`config.mk`:
```
export PLATFORM = sky130hd
export DESIGN_NAME = turn_controller
export DESIGN_NICKNAME = d
export VERILOG_FILES = /design/src/rtl/turn_controller.sv
export SDC_FILE = /design/constraint.sdc
export NUM_CORES = 1
export LEC_CHECK = 0
export CORE_UTILIZATION = 40
export CTS_CLUSTER_DIAMETER = 50
export DETAILED_ROUTE_END_ITERATION = 7
export GPL_TIMING_DRIVEN = 0
export PLACE_DENSITY = 0.72
export SKIP_LAST_GASP = 1
export SYNTH_ARGS = -nofsm -noshare
export SYNTH_HDL_FRONTEND = slang
export SYNTH_SLANG_ARGS = --single-unit
```
`constraint.sdc`:
```
create_clock -name clk_i -period 2.73 [get_ports clk_i]
set_clock_uncertainty 0.1 [all_clocks]
set_input_delay 0.546 -clock clk_i [delete_from_list [all_inputs] [get_ports clk_i]]
set_output_delay 0.546 -clock clk_i [all_outputs]
set_load 0.1 [all_outputs]
```
`src/rtl/turn_controller.sv`:
```
// Attack-phase sequencer for the two 5x5 boards: reads the target cell, writes
// the hit/miss marker back and maintains both ships-left counters.
module turn_controller #(
  parameter int BOARD_N   = 5,
  parameter int PC_DELAY  = 8,
  parameter int MAX_RETRY = 4
) (
  input  logic       clk_i,
  input  logic       rst_i,
  input  logic       player_turn_State_i,
  input  logic       pc_turn_State_i,
  input  logic       fire_button_i,
  input  logic [2:0] i_actual_i,
  input  logic [2:0] j_actual_i,
  input  logic [2:0] i_random_i,
  input  logic [2:0] j_random_i,
  input  logic [2:0] ship_amount_define_i,
  input  logic       load_counts_i,
  output logic       rd_board_o,
  output logic [2:0] rd_i_o,
  output logic [2:0] rd_j_o,
  input  logic [1:0] rd_data_i,
  output logic       wr_en_o,
  output logic       wr_board_o,
  output logic [2:0] wr_i_o,
  output logic [2:0] wr_j_o,
  output logic [1:0] wr_data_o,
  output logic       player_has_move_o,
  output logic       pc_has_move_o,
  output logic       pc_ships_zero_o,
  output logic       player_ships_zero_o,
  output logic [2:0] pc_ships_left_o,
  output logic [2:0] player_ships_left_o,
  output logic       last_hit_o,
  output logic       shot_rejected_o,
  output logic       busy_o
);

  localparam int DW = (PC_DELAY > 1) ? $clog2(PC_DELAY) : 1;
  localparam int RW = $clog2(MAX_RETRY + 1);
  localparam logic [2:0] LAST = 3'(BOARD_N - 1);

  typedef enum logic [2:0] {
    IDLE, P_READ, P_EVAL, P_DONE, PC_WAIT, PC_READ, PC_EVAL, PC_DONE
  } state_t;

  state_t         state_q;
  logic           fire_prev_q, fire_edge_q, served_q, loaded_q, scan_q;
  logic [DW-1:0]  delay_q;
  logic [RW-1:0]  retry_q;
  logic [2:0]     pc_cnt_q, pl_cnt_q;
  logic           rd_board_q, wr_en_q, wr_board_q;
  logic [2:0]     rd_i_q, rd_j_q, wr_i_q, wr_j_q;
  logic [1:0]     wr_data_q;
  logic           player_move_q, pc_move_q, pc_zero_q, pl_zero_q;
  logic           last_hit_q, rejected_q;

  logic           fire_edge_d, player_ok_d, pc_ok_d;
  logic [2:0]     load_val_d, pc_dec_d, pl_dec_d;

  assign fire_edge_d = fire_button_i & ~fire_prev_q;
  assign player_ok_d = ({1'b0, i_actual_i} < 4'(BOARD_N)) && ({1'b0, j_actual_i} < 4'(BOARD_N));
  assign pc_ok_d     = (rd_i_q <= LAST) && (rd_j_q <= LAST);
  assign load_val_d  = (ship_amount_define_i > 3'd5) ? 3'd5 : ship_amount_define_i;
  assign pc_dec_d    = (pc_cnt_q == 3'd0) ? 3'd0 : pc_cnt_q - 3'd1;
  assign pl_dec_d    = (pl_cnt_q == 3'd0) ? 3'd0 : pl_cnt_q - 3'd1;

  always_ff @(posedge clk_i) begin
    if (rst_i) begin
      state_q       <= IDLE;
      fire_prev_q   <= 1'b1;
      fire_edge_q   <= 1'b0;
      served_q      <= 1'b0;
      loaded_q      <= 1'b0;
      scan_q        <= 1'b0;
      delay_q       <= '0;
      retry_q       <= '0;
      pc_cnt_q      <= 3'd0;
      pl_cnt_q      <= 3'd0;
      rd_board_q    <= 1'b0;
      rd_i_q        <= 3'd0;
      rd_j_q        <= 3'd0;
      wr_en_q       <= 1'b0;
      wr_board_q    <= 1'b0;
      wr_i_q        <= 3'd0;
      wr_j_q        <= 3'd0;
      wr_data_q     <= 2'b00;
      player_move_q <= 1'b0;
      pc_move_q     <= 1'b0;
      pc_zero_q     <= 1'b0;
      pl_zero_q     <= 1'b0;
      last_hit_q    <= 1'b0;
      rejected_q    <= 1'b0;
    end else begin
      fire_prev_q   <= fire_button_i;
      fire_edge_q   <= fire_edge_d;
      wr_en_q       <= 1'b0;
      player_move_q <= 1'b0;
      pc_move_q     <= 1'b0;
      rejected_q    <= 1'b0;
      pc_zero_q     <= loaded_q && (pc_cnt_q == 3'd0);
      pl_zero_q     <= loaded_q && (pl_cnt_q == 3'd0);
      if (!pc_turn_State_i) served_q <= 1'b0;

      case (state_q)
        IDLE: begin
          if (player_turn_State_i && !pc_turn_State_i && fire_edge_q) begin
            if (!player_ok_d) begin
              rejected_q <= 1'b1;
            end else begin
              rd_board_q <= 1'b1;
              rd_i_q     <= i_actual_i;
              rd_j_q     <= j_actual_i;
              state_q    <= P_READ;
            end
          end else if (pc_turn_State_i && !served_q) begin
            delay_q <= DW'(PC_DELAY - 1);
            state_q <= PC_WAIT;
          end
        end
        P_READ: state_q <= P_EVAL;
        P_EVAL: begin
          if (rd_data_i[1]) begin
            rejected_q <= 1'b1;
            state_q    <= IDLE;
          end else begin
            wr_en_q    <= 1'b1;
            wr_board_q <= 1'b1;
            wr_i_q     <= rd_i_q;
            wr_j_q     <= rd_j_q;
            wr_data_q  <= {1'b1, rd_data_i[0]};
            last_hit_q <= rd_data_i[0];
            if (rd_data_i[0]) pc_cnt_q <= pc_dec_d;
            state_q    <= P_DONE;
          end
        end
        P_DONE: begin
          player_move_q <= 1'b1;
          state_q       <= IDLE;
        end
        PC_WAIT: begin
          if (delay_q == '0) begin
            rd_board_q <= 1'b0;
            rd_i_q     <= i_random_i;
            rd_j_q     <= j_random_i;
            retry_q    <= '0;
            scan_q     <= 1'b0;
            state_q    <= PC_READ;
          end else begin
            delay_q <= delay_q - DW'(1);
          end
        end
        PC_READ: state_q <= PC_EVAL;
        // Out-of-range random coordinates are rejected like an already-shot cell.
        PC_EVAL: begin
          if (pc_ok_d && !rd_data_i[1]) begin
            wr_en_q    <= 1'b1;
            wr_board_q <= 1'b0;
            wr_i_q     <= rd_i_q;
            wr_j_q     <= rd_j_q;
            wr_data_q  <= {1'b1, rd_data_i[0]};
            last_hit_q <= rd_data_i[0];
            if (rd_data_i[0]) pl_cnt_q <= pl_dec_d;
            state_q    <= PC_DONE;
          end else if (!scan_q) begin
            retry_q <= retry_q + RW'(1);
            if (retry_q == RW'(MAX_RETRY - 1)) begin
              scan_q <= 1'b1;
              rd_i_q <= 3'd0;
              rd_j_q <= 3'd0;
            end else begin
              rd_i_q <= i_random_i;
              rd_j_q <= j_random_i;
            end
            state_q <= PC_READ;
          end else if (rd_j_q == LAST) begin
            if (rd_i_q == LAST) begin
              state_q <= PC_DONE;
            end else begin
              rd_i_q  <= rd_i_q + 3'd1;
              rd_j_q  <= 3'd0;
              state_q <= PC_READ;
            end
          end else begin
            rd_j_q  <= rd_j_q + 3'd1;
            state_q <= PC_READ;
          end
        end
        PC_DONE: begin
          pc_move_q <= 1'b1;
          served_q  <= 1'b1;
          state_q   <= IDLE;
        end
        default: state_q <= IDLE;
      endcase

      // A load wins over any decrement issued in the same cycle.
      if (load_counts_i) begin
        pc_cnt_q <= load_val_d;
        pl_cnt_q <= load_val_d;
        loaded_q <= 1'b1;
      end
    end
  end

  assign rd_board_o          = rd_board_q;
  assign rd_i_o              = rd_i_q;
  assign rd_j_o              = rd_j_q;
  assign wr_en_o             = wr_en_q;
  assign wr_board_o          = wr_board_q;
  assign wr_i_o              = wr_i_q;
  assign wr_j_o              = wr_j_q;
  assign wr_data_o           = wr_data_q;
  assign player_has_move_o   = player_move_q;
  assign pc_has_move_o       = pc_move_q;
  assign pc_ships_zero_o     = pc_zero_q;
  assign player_ships_zero_o = pl_zero_q;
  assign pc_ships_left_o     = pc_cnt_q;
  assign player_ships_left_o = pl_cnt_q;
  assign last_hit_o          = last_hit_q;
  assign shot_rejected_o     = rejected_q;
  assign busy_o              = (state_q != IDLE);

endmodule

```
======== Word level (Yosys, flattened, before mapping) ========
Cells that the tools add are included.
word-level totals
  register bits ........................... 43
  input bits .............................. 23
  output and inout bits ................... 30
  logic and storage cells ................. 180
cells by class
  $add $sub $neg .......................... 6
  magnitude comparators ................... 5
  eq/ne operators ......................... 27
  mux-type cells .......................... 81
  bitwise gates (word level) .............. 2
  reduce and logical (&&, ||, !) cells .... 35
operators by type and width
  kind                                                                count
  3-bit two-way mux                                                   44
  3-bit one-hot mux with 2 select lines                               4
  2-bit inequality test, second input constant                        11
  3-bit one-hot mux with 7 select lines                               1
  1-bit two-way mux                                                   19
  3-bit == test, second input constant                                6
  3-bit one-hot mux with 3 select lines                               2
  3-bit AND reduction                                                 5
  2-bit nonzero test                                                  7
  3-bit logical NOT                                                   4
  3-bit inequality test, second input constant                        4
  1-bit one-hot mux with 2 select lines                               6
  4-bit AND reduction                                                 3
  3-bit by 1-bit adder with 3-bit output, second input constant       3
  3-bit by 2-bit == test with 1-bit output, second input constant     3
  3-bit by 1-bit subtractor with 3-bit output, second input constant  3
  1-bit logical AND                                                   8
  2-bit two-way mux                                                   4
  7-bit AND reduction                                                 1
  3-bit <= comparator, second input constant                          2
  3-bit < comparator, second input constant                           2
  6-bit AND reduction                                                 1
  3-bit nonzero test                                                  2
  4-bit inequality test, second input constant                        1
  8 further kinds                                                     10

======== Depth between registers and ports, before layout ========
Gate-level depths: netlist (run 1).
  depth in word-level cells ............... 6
  mapped depth ............................ 7
  mapped depth without buffers ............ 7

======== Worst setup path after synthesis (run 1) ========
OpenSTA, ideal clock, no wires.
  path kind ............................... register -> register
  start ................................... reg rd_j_q[0] (netlist: rd_j_o[0])
  end ..................................... reg rd_i_q[0] (netlist: rd_i_o[0])
  library setup time ...................... 0.121 ns
  data arrival time ....................... 2.517 ns
  required time ........................... 2.509 ns
  slack ................................... -0.008 ns
  cell stages (with the launch flop) ...... 8
  buffers on the path ..................... 0
  clock period less this slack ............ 2.738 ns
  cell sequence ........................... dfxtp_1 > inv_1 > ha_1 > nor2b_1 > nor3_1 > o22ai_2 > or3b_4 > mux2_4
between the ends
  longest elaborated chain between the ends .. 5
  elaborated cells on any way between the ends .. 7
  classes of those cells .................. order compare (1); eq/ne (3); reduce/logical (3)
ends and longest elaborated chain
  element                                   line  RTL
  from (decl)                               53    logic [2:0] rd_i_q, rd_j_q, wr_i_q, wr_j_q;
  from (signal assigned)                    113   rd_j_q <= j_actual_i;
  from (signal assigned)                    145   rd_j_q <= j_random_i;
  from (signal assigned)                    173   rd_j_q <= j_random_i;
  3-bit <= comparator                       63    assign pc_ok_d = (rd_i_q <= LAST) && (rd_j_q <= LAST);
  1-bit logical AND                         63
  1-bit logical AND                         156   if (pc_ok_d && !rd_data_i[1]) begin
  2-bit inequality test (no source line)    -
  7-bit AND reduction (no source line) (*)  -
  to (signal assigned)                      144   rd_i_q <= i_random_i;
  to (signal assigned)                      172   rd_i_q <= i_random_i;
  to (signal assigned)                      180   rd_i_q <= rd_i_q + 3'd1;
  to (decl)                                 53
Every way passes the cells marked *; elsewhere a longest branch is shown, timed or not.
A chain may end at the register's enable or synchronous reset.

======== Final worst setup path (run 1) ========
  start ................................... reg rd_i_q[2] (netlist: rd_i_o[2])
  end ..................................... out rd_i_o[2]
RTL lines
  element                 line  RTL
  from (signal assigned)  112   rd_i_q <= i_actual_i;
  from (signal assigned)  144
  from (signal assigned)  172
  to (decl)               20    output logic [2:0] rd_i_o,
No word-level cell between the ends.

==> out/qor.yml, run 1 <==
sta:
  tightestPinTransition_ns: 0.976
  drv_slew: 0
  whs_ns: 0.292
  fin_crit_sh_pct: 95.1
  rsz0062_at_grt: "no"
  slew_headroom_pct: 34.7
  setup-tns-final_ns: 0
  finalSetupViolCount: 0
  period_minus_slack_ns: 2.60
  fmax_mhz: 385
  final-hold-violation-count: 0
worst_hold_path:
  hold_path_startpoint: "fire_prev_q$_SDFF_PP1_"
  hp-class: "reg -> reg"
power:
  power.internal_mw: 1.08
  seqPwrFrac_pct: 41.9
  switching_share_pct: 32.5
  pwr-share-comb_pct: 26.7
  pwr-share-clk_pct: 31.3
  vdd_ir_drop_max_mv: 0.277
  p_switching_uw: 522
  p_per_area_nw_per_um2: 568
  static-leakage-power_nw: 1.12
drt:
  drt_iter0_drc: 106
  num_vias: 1902
  firstDrtPassIters: 4
  drc: 0
  final_antenna_net_count: 0
  drt_wl_total_mm: 4.93
  wl_per_cell_um: 13.2
  via_per_inst: 5.10
placement:
  hpwlAfterDp_mm: 3.64
  io_buffers: 51
  gp_congestion: 0.824
critical_path:
  crit_arrival_ns: 1.95
  crit_family: "buffers and inverters"
  cp.required_ns: 2.08
  worstSetupStartpoint: "rd_i_o[2]$_SDFFE_PP0P_"
  worst-path-max-fanout: 7
  critPathCaptureType: "output pin"
  path_class: "reg -> out"
  path_cells: "clkdlybuf4s50_1"
  slowest_stage: "clkdlybuf4s50_1"
  crit_buf_inv: 1
  start_kind: "flip-flop"
  crit_path_max_incr_delay_ns: 1.18
  timing.rr.start: "rd_j_o[1]$_SDFFE_PP0P_"
clocking:
  path_clk_slew_ns: 0.08
  insertion_delay_ns: 0.29
  clk_path_buf_depth: 2
  cts_made_buffers: 5
  htree_levels: 2
  cts_setup_buffers: 0
  root_buffer: "clkbuf_8"
  cts_tree: "built"
  cts_sinks: 42
finish:
  nFillCells: 494
  regArea_um2: 842
  drive_gt1_share_pct: 7.26
  nets: 338
  multiInputGateArea_um2: 1150
  diodes: 0
  area.growth.synth_to_final_pct: 33.8
global_routing:
  antenna_found_initial: 0
  grt_pass1_vias: 1679
  grt_pass1_wl_mm: 7.76
  grt_max_degree: 13
  gr-usage-all-layers_pct: 18.7
  grt.overflow.total: 0
synthesis:
  syn_area_um2: 2110
  ys.warnings.count: 0
  synth_top_area_cell: "dfxtp_1"
  yosys.area.top_type_share_pct: 39.8
  ys_seq_area_share_pct: 39.8
  synth.area.top_cells: "dfxtp_1, ha_1, mux2i_1, nor2_1, a21oi_1"
  synthCells: 245
  syn-num-nets: 280
  synth_area_per_cell_um2: 8.62
  synth-edff-count: 0
  synth_ff_type: "dfxtp_1"
  synth_cell_type_count: 49
  ys_ff_latch: 42
  ys_async_sr_fraction_pct: 0
floorplanning:
  fp.dieH_um: 74.6
  fp.dieW_um: 74.6
  io_pins: 53
  num_rows: 26
  start_util_pct: 41.3
  coreArea_um2: 5110
  die_area_um2: 5570
job:
  drv_cap: 0
status:
  status: "finished clean"
final timing paths:
path	endpoint	slack, ns	cells after the start
max	rd_i_o[2]	0.13	1
min	fire_edge_q$_SDFF_PP0_	0.29	1
max reg2reg	rd_i_o[2]$_SDFFE_PP0P_	0.47	7
min reg2reg	fire_edge_q$_SDFF_PP0_	0.29	1
logic make-up after synthesis:
logic type      after synthesis  share of synthesized area [%]
mux                          15                           7.71
xor+xnor                      2                          0.830
buf+inv                      27                           5.69
fa+ha+maj                    12                           7.11
compound gates               51                           15.3
flops                        42                           39.8
simple gates                 96                           23.5
cells in the mapped netlist (2+ instances only):
master / n
dfxtp_1: 42
nor2_1: 28
nand2_1: 18
a21oi_1: 16
inv_1: 14
ha_1: 12
nor3_1: 12
mux2i_1: 11
o21ai_0: 11
clkbuf_1: 7
nor2b_1: 7
nand2b_1: 5
a211oi_1: 4
a31oi_1: 4
or3_1: 4
nand3_1: 3
a211o_1: 2
a21boi_0: 2
a22oi_1: 2
and3_1: 2
and3b_1: 2
buf_1: 2
buf_6: 2
mux2_2: 2
mux2_4: 2
nand3b_1: 2
nor3b_1: 2
o21bai_1: 2
or2_2: 2
or4_1: 2
per-layer routing:
| layer | track usage (%) | part of all wire [%] |
|---|---|---|
| met3 | 4.02 | 4.2 |
| met1 | 23.5 | 45 |
| met2 | 29.9 | 49 |
| met4 | 10.3 | 2.6 |
| met5 | 0 | 0 |
layout by cell type (no fill, tap or decap), types with 11 or more instances in the layout:
cell type        instances
a21oi_1                 16
clkdlybuf4s50_1         50
dfxtp_1                 41
ha_1                    12
inv_1                   14
mux2i_1                 11
nand2_1                 18
nor2_1                  28
nor3_1                  12
o21ai_0                 11
power by group through the flow:
stage	registers [mW]	logic (mW)	clock network [mW]
floorplan	0.803	0.195	0
global placement	0.686	0.424	0
detailed placement	0.687	0.428	0
CTS	0.673	0.430	0.513
global route	0.678	0.461	0.541
finish	0.673	0.429	0.503
layout make-up:
type | count | area share (%)
Sequential cell | 42 | 29.8
Multi-Input combinational cell | 176 | 40.7
Clock buffer | 6 | 2.92
Clock inverter | 1 | 1.06
Timing Repair Buffer | 51 | 18.2
Buffer | 12 | 2.26
Tap cell | 70 | 3.10
Inverter | 15 | 1.99
what timing repair did:
action / in CTS / in global routing
gates resized for setup: 0 / 1
hold buffers: 0 / 0
endpoints found under the setup margin: 0 / 1
endpoints found under the hold margin: 0 / 0
registers in the layout (all words and copies together) (netlist names), 2 cells and up:
signal	flops
pc_ships_left_o	3
rd_i_o	3
delay_q	3
wr_j_o	3
wr_data_o	2
rd_j_o	3
player_ships_left_o	3
wr_i_o	3
state_q	3
retry_q	3
metrics by stage:
| step | std cells | util, % | total power, mW | instance area (um^2) | setup slack (ns) |
|---|---|---|---|---|---|
| 2_1_floorplan | 245 | - | 0.998 | 2110 | 0.0260 |
| 3_3_place_gp | 366 | 53.1 | 1.11 | 2710 | -0.0443 |
| 3_5_place_dp | 366 | 53.1 | 1.11 | 2710 | -0.0494 |
| 4_1_cts | 373 | 55.3 | 1.62 | 2820 | 0.0156 |
| 5_1_grt | 373 | 55.3 | 1.68 | 2830 | 0.0614 |
| 6_report | 373 | 55.3 | 1.61 | 2830 | 0.135 |
Power figures use the tool's default switching activity.
==> run 2, diff against run 1 <==
Settings changed: PLACE_DENSITY 0.72 to 0.75.
Clock period 2.73 ns to 2.3 ns, I/O delays scaled along.
==> run 2 against run 1 <==
Via count down 0.47%. Sequential power increased by 19%. Clock power fell by 7.0%. Clock-buffer cell count did not move. Register-to-register slack lost 0.35 ns.
==> out/qor.yml, run 2 (synthesis results as in run 1) <==
clocking:
  insertion_delay_ns: 0.29
  cts_sinks: 42
  root_buffer: "clkbuf_8"
  clk_path_buf_depth: 2
  htree_levels: 2
  path_clk_slew_ns: 0.08
  cts_tree: "built"
  cts_hold_buffers: 0
  cts_made_buffers: 5
finish:
  finish.utilization_pct: 55.1
  drive_gt1_share_pct: 10.5
  final_cell_mix: "dfxtp_1, nor2_1, dlygate4sd2_1"
  final_common_cell: "dfxtp_1"
  diodes: 0
  area.growth.synth_to_final_pct: 33.3
  nets: 339
placement:
  gp_congestion: 0.835
  io_buffers: 51
  hpwlAfterDp_mm: 3.66
global_routing:
  grt_pass1_vias: 1776
  gr-usage-all-layers_pct: 18.9
  grt.overflow.total: 0
  antenna_found_initial: 0
  grt_max_degree: 14
  grt_pass1_wl_mm: 7.96
critical_path:
  slowest_stage: "or3b_4"
  critPathCaptureType: "flip-flop"
  worst-path-max-fanout: 4
  crit_path_max_incr_delay_ns: 0.45
  crit_arrival_ns: 2.31
  path_class: "in -> reg"
  worstSetupStartpoint: "pc_turn_State_i"
  path_cells: "clkdlybuf4s50_1, nand3b_1, or2_4, o22ai_4, or3b_4, mux2_4"
  start_kind: "input pin"
  timing.rr.start: "rd_j_o[0]$_SDFFE_PP0P_"
  cp.required_ns: 2.38
power:
  vdd_ir_drop_max_mv: 0.356
  p_per_area_nw_per_um2: 629
  static-leakage-power_nw: 1.28
  p_total_mw: 1.77
floorplanning:
  die_area_um2: 5570
  num_rows: 26
  fp.dieH_um: 74.6
  coreArea_um2: 5110
  fp.dieW_um: 74.6
  start_util_pct: 41.3
  io_pins: 53
sta:
  slew_headroom_pct: 35.8
  final-hold-violation-count: 0
  finalSetupViolCount: 0
  period_minus_slack_ns: 2.24
  drv_slew: 0
  fin_crit_sh_pct: 97.3
  fmax_mhz: 447
  rsz0062_at_grt: "yes"
  tightestPinTransition_ns: 0.962
job:
  drv_cap: 0
worst_hold_path:
  hp-class: "reg -> reg"
  hold_path_startpoint: "fire_prev_q$_SDFF_PP1_"
status:
  status: "finished clean"
drt:
  drt_wl_total_mm: 4.90
  wl_per_cell_um: 13.1
  firstDrtPassIters: 4
  num_vias: 1893
  drt_iter0_drc: 176
  via_per_inst: 5.05
  final_antenna_net_count: 0
  drc: 0
## run 2: cell count changes in the layout (fill, tap and decap cells not counted), moves of 2 or more
cell             delta
clkbuf_2            +2
clkdlybuf4s50_1    -29
dfxtp_1             -5
dfxtp_2             +2
dfxtp_4             +3
dlygate4sd2_1      +26
dlymetal6s2s_1      +2
## run 2: layout make-up
cell class | instances | area (um^2)
plain buffers | 12 | 65.1
clock buffers | 6 | 72.6
clock inverters | 2 | 13.8
fillers | 509 | 2290
inverters | 15 | 58.8
multi-input cells | 176 | 1170
flip-flops and latches | 42 | 856
well taps | 70 | 87.6
repair buffers | 52 | 488
## run 2: report_power, final
part           switching (mW)  internal (mW)
logic                   0.340          0.164
clock network           0.254          0.214
registers              0.0337          0.764
total                   0.627           1.14
## run 2: worst max-delay path, delay by kind of cell
kind                   cells  cell delay [ns]
multiplexers               1             0.31
buffers and inverters      1             0.43
AND/OR/NAND/NOR            3             0.93
AO/OA/AOI/OAI              1             0.19
## run 2: final timing paths
kind	cells past startpoint	slack [ns]	endpoint
setup reg to reg	7	0.12	rd_i_o[0]$_SDFFE_PP0P_
hold / removal	1	0.30	fire_edge_q$_SDFF_PP0_
setup / recovery	6	0.06	rd_i_o[0]$_SDFFE_PP0P_
hold reg to reg	1	0.30	fire_edge_q$_SDFF_PP0_
## run 2: what timing repair did
item | in CTS | in global routing
resized for setup | 28 | 10
setup endpoints to repair | 29 | 6
setup buffers | 0 | 1
## run 2: layer usage
metal  vias to the layer above  share of wire [%]  GRT usage (%)
met1                       870                 45           23.9
met5                         -                  0              0
li1                        975                  -              -
met3                         5                5.1           4.28
met4                         0               0.88           5.24
met2                        43                 49           32.3
## run 2: through the flow
step	hold WS (ns)	worst slack, ns	cells	instance area, um^2	TNS, ns
floorplan	0.273	0.00380	245	2130	0
global placement	0.279	-0.429	366	2730	-2.34
detailed placement	0.296	-0.405	366	2730	-2.26
CTS	0.306	-0.0423	374	2780	-0.0423
global route	0.322	-0.00758	375	2810	-0.00758
finish	0.302	0.0631	375	2810	0
